[src/rtl/sbox_arbiter.sv]
// Shares one registered 128-bit SubBytes unit between the cipher round datapath (port 0)
// and the key-expansion engine (port 1); tagged results return into per-port 2-entry FIFOs.
module sbox_arbiter #(
    parameter int RSP_DEPTH = 2
) (
    input  logic         clk,
    input  logic         rst_n,
    input  logic         req0_valid,
    input  logic [127:0] req0_data,
    output logic         req0_ready,
    input  logic         req1_valid,
    input  logic [127:0] req1_data,
    output logic         req1_ready,
    output logic [127:0] sub_data_in,
    input  logic [127:0] sub_data_out,
    output logic         rsp0_valid,
    output logic [127:0] rsp0_data,
    input  logic         rsp0_ready,
    output logic         rsp1_valid,
    output logic [127:0] rsp1_data,
    input  logic         rsp1_ready
);
    logic [1:0] req_valid, rsp_ready, has_rsp, pop, elig, gnt;
    logic       tag_v, tag_id, last;

    assign req_valid = {req1_valid, req0_valid};
    assign rsp_ready = {rsp1_ready, rsp0_ready};

    for (genvar p = 0; p < 2; p++) begin : g_port
        logic [127:0] slot0, slot1;
        logic [1:0]   count;
        logic         push;
        logic [2:0]   used, limit;

        // The result returning this cycle is exactly the one issued to this port last cycle.
        always_comb begin
            push  = tag_v && (tag_id == 1'(p));
            used  = {1'b0, count} + {2'b0, push};
            limit = 3'(RSP_DEPTH) + {2'b0, pop[p]};
        end

        assign has_rsp[p] = (count != 2'd0);
        assign pop[p]     = has_rsp[p] && rsp_ready[p];
        assign elig[p]    = rst_n && req_valid[p] && (used < limit);

        always_ff @(posedge clk or negedge rst_n) begin
            if (!rst_n) begin
                count <= '0;
                slot0 <= '0;
                slot1 <= '0;
            end else begin
                case ({push, pop[p]})
                    2'b01: begin
                        slot0 <= slot1;
                        count <= count - 2'd1;
                    end
                    2'b10: begin
                        if (count == 2'd0) slot0 <= sub_data_out;
                        else               slot1 <= sub_data_out;
                        count <= count + 2'd1;
                    end
                    2'b11: begin
                        // Head leaves while the new result joins the tail; occupancy is unchanged.
                        if (count == 2'd1) begin
                            slot0 <= sub_data_out;
                        end else begin
                            slot0 <= slot1;
                            slot1 <= sub_data_out;
                        end
                    end
                    default: ;
                endcase
            end
        end

        a_no_overflow: assert property (@(posedge clk) disable iff (!rst_n)
            !(push && !pop[p] && count == 2'(RSP_DEPTH)));
    end

    always_comb begin
        if (elig == 2'b11) gnt = last ? 2'b01 : 2'b10;
        else               gnt = elig;
        sub_data_in = '0;
        if (gnt[0])      sub_data_in = req0_data;
        else if (gnt[1]) sub_data_in = req1_data;
    end

    assign req0_ready = gnt[0];
    assign req1_ready = gnt[1];
    assign rsp0_valid = has_rsp[0];
    assign rsp1_valid = has_rsp[1];
    assign rsp0_data  = g_port[0].slot0;
    assign rsp1_data  = g_port[1].slot0;

    always_ff @(posedge clk or negedge rst_n) begin
        if (!rst_n) begin
            tag_v  <= 1'b0;
            tag_id <= 1'b0;
            last   <= 1'b1;
        end else begin
            tag_v  <= |gnt;
            tag_id <= gnt[1];
            if (|gnt) last <= gnt[1];
        end
    end
endmodule
[config.mk]
export PLATFORM = sky130hd
export DESIGN_NAME = sbox_arbiter
export DESIGN_NICKNAME = d
export VERILOG_FILES = /design/src/rtl/sbox_arbiter.sv
export SDC_FILE = /design/constraint.sdc
export NUM_CORES = 1
export LEC_CHECK = 0
export CELL_PAD_IN_SITES_DETAIL_PLACEMENT = 0
export CELL_PAD_IN_SITES_GLOBAL_PLACEMENT = 1
export CORE_AREA = 3 3 307 309
export CTS_BUF_LIST = sky130_fd_sc_hd__clkbuf_4 sky130_fd_sc_hd__clkbuf_8
export DETAILED_ROUTE_END_ITERATION = 7
export DIE_AREA = 0 0 310 312
export DONT_BUFFER_PORTS = 1
export PLACE_DENSITY = 0.5
export SLEW_MARGIN = 20
export SYNTH_ARGS = -nofsm -noshare
export SYNTH_HDL_FRONTEND = slang
export SYNTH_SLANG_ARGS = --single-unit
[constraint.sdc]
create_clock -name clk -period 3.39 [get_ports clk]
set_input_delay 0.5085 -clock clk [delete_from_list [all_inputs] [get_ports clk]]
set_output_delay 0.5085 -clock clk [all_outputs]
set_load 0.01 [all_outputs]
==> flow_metrics.tcl <==
set metrics [dict create \
    cts_tree "done" \
    synth_top_area_cell "dfrtp_1" \
    ys_ff_latch 519 \
    synth-edff-count 0 \
    ys_async_sr_fraction_pct 100 \
    seq_area_frac_synth_pct 56.8 \
    syn_avg_cell_area_um2 12.2 \
    area_growth_pct 39.4 \
    rsz0062_at_grt "true" \
    cts_max_level 3 \
    drv_cap 0 \
    startpoint_type "flop" \
    viasPerCell 4.87 \
    syn_inst 1867 \
    post-route-util_pct 34.8 \
    finalPower_mw 30.0 \
    cts_buffers 96 \
    worstMarginPinSlew_ns 1.17 \
    coreArea_um2 91700 \
    cts_buffer_depth 3 \
    wl_per_cell_um 37.8 \
    final.period_utilization_pct 106 \
    status "finished with violations" \
    remaining_drc_errors 0 \
    crit_type "reg2out" \
    timing.final.crit_period_ns 3.59 \
    whs_ns -0.513 \
    preCtsSetupSlack_ns 0.283 \
    yosysUniqueCellTypes 31 \
    clk_pin_slew_ns 0.06 \
    yosysWarnings 0 \
    die_h_um 312 \
    grt_pass1_vias 16984 \
    grt_pass1_wl_um 168000 \
    synth.most_common_cell "dfrtp_1" \
    syn-num-nets 2263 \
    drive_gt1_share_pct 34.7 \
    hold_viol 518 \
    setup_viol 120 \
    track_usage_pct 26.1 \
    yosys-top-cells-area "dfrtp_1, mux2_2, mux2i_1" \
    dr.pass1.iters 5 \
    clkLatencyLatePin_ns 0.73 \
    setup_ws_ns -0.202 \
    worstPathArrival_ns 3.08 \
    initial_core_util_pct 24.9 \
    yosysTopAreaCellShare_pct 56.7 \
    place_hpwl_um 99300 \
    r2r-end "rsp0_data[100]" \
    cp_data_required_time_ns 2.88 \
    syn_area_um2 22900 \
    dr.first_iter.drc_count 1079 \
    skew_ns 0.0248 \
    violations "hold timing, setup timing" \
    slew_headroom_pct 22.1 \
    std_cell_rows 111 \
    clockRootBuffer "clkbuf_8" \
    power_density_nw_per_um2 942 \
    postCtsHoldBufs 129 \
    die_w_um 310 \
    hold_class "in2async" \
    synth_ff_type "dfrtp_1" \
    antenna_found_initial 60 \
    ir_worst_vdd_mv 0.511 \
    r2r_slack_ns 0.71 \
    timing.rr.start "g_port[0].count[0]" \
    fin_nets 2550 \
    synthTopCellsByCount "dfrtp_1, nand2_1, o21ai_0, mux2i_1, mux2_2" \
    crit_fanout 7 \
    finalMaxSlewViolations 0 \
    numPortBuffers 0 \
    detail_route.wirelength_um 130000 \
    place.gp.congestion 1.11 \
    r2r_cells 9 \
    dieArea_um2 96700 \
    max_freq_ghz 0.278 \
    end_kind "output pin" \
    ant_nets 0 \
    numClockSinks 519 \
    vias 16737 \
    p_leak_nw 15.0 \
    overflow 0 \
    grt_max_degree 522 \
    io_pins 778 \
]
-- critical path, cell delays in order (launching register included) --
cell	delay [ns]
dfrtp_2	0.44
nand2_2	0.11
nor2_4	0.05
ha_4	0.14
nand3b_1	0.20
buf_6	0.20
a311oi_4	0.30
buf_6	0.17
buf_12	0.15
buf_12	0.16
buf_16	0.13
a22o_1	0.18
buf_12	0.12
-- logic make-up after synthesis --
group / after synthesis / share of synthesized area [%]
buf+inv: 150 / 3.22
compound gates: 399 / 11.0
xor+xnor: 3 / 0.115
mux: 513 / 23.9
flops: 519 / 56.8
fa+ha+maj: 6 / 0.328
simple gates: 277 / 4.67
-- registers in the layout (all words and copies together), names as in the netlist --
name and cells:
tag_v 1, rsp0_data 128, rsp1_data 128, g_port.slot1 256, last 1, tag_id 1, g_port.count 4
-- cell type report --
class | instances | area [µm²]
clock buffers | 144 | 1780
multi-input cells | 1198 | 10400
diodes | 30 | 75.1
repair buffers | 331 | 4950
clock inverters | 19 | 188
inverters | 8 | 30.0
fillers | 9067 | 59800
well taps | 1186 | 1480
flip-flops and latches | 519 | 13000
-- cell usage in the layout, fill, tap and decap left out, types with 30 or more instances in the layout --
master	synthesis	routed
nand2_1	264	263
diode_2	0	30
mux2i_1	257	257
a22o_4	0	120
dlygate4sd3_1	0	129
buf_4	2	30
mux2_2	256	256
o21ai_0	258	258
clkbuf_4	0	32
buf_12	0	107
dfrtp_1	518	515
clkbuf_8	0	112
-- worst max path at each step --
| stage | start | end | depth (start not counted) |
|---|---|---|---|
| 2_1_floorplan | tag_v | sub_data_in[108] | 9 |
| 3_3_place_gp | tag_id | sub_data_in[24] | 10 |
| 3_5_place_dp | tag_v | sub_data_in[46] | 9 |
| 4_1_cts | tag_v | sub_data_in[79] | 11 |
| 5_1_grt | tag_v | sub_data_in[68] | 11 |
| 6_report | tag_id | sub_data_in[68] | 12 |
-- where the power goes --
group / switching [mW] / total [mW] / leakage [nW] / internal [mW]
logic: 5.22 / 11.2 / 7.73 / 5.97
registers: 3.24 / 12.6 / 6.23 / 9.36
clock network: 2.74 / 6.24 / 1.04 / 3.50
-- metal layers --
layer / part of all wire, % / up-vias / GRT usage (%) / wire [µm]
met5: 0.18 / - / 0 / 239
met4: 4.5 / 36 / 11.3 / 5800
met3: 11 / 229 / 13.5 / 14800
met2: 47 / 703 / 41.6 / 60800
met1: 37 / 8478 / 29.0 / 48300
li1: - / 7291 / - / -
-- through the flow --
step / instances / hold slack, ns / cell area, µm² / setup TNS (ns)
4_1_cts: 3383 / -0.618 / 31200 / -17.15
6_report: 3435 / -0.513 / 31900 / -9.55
5_1_grt: 3432 / -0.621 / 31900 / -29.37
3_3_place_gp: 3040 / 0.229 / 25900 / 0
3_5_place_dp: 3040 / 0.228 / 25900 / 0
2_1_floorplan: 1867 / 0.213 / 22900 / 0
-- repair_timing --
item                                   4_1_cts  5_1_grt
setup endpoints to repair                  129      128
endpoints found under the hold margin     1029      519
gates cloned                                22       11
pin swaps                                   32       51
resized for setup                          212       46
setup buffers                               30       16
Note: power is estimated with default switching activity, not from simulation.
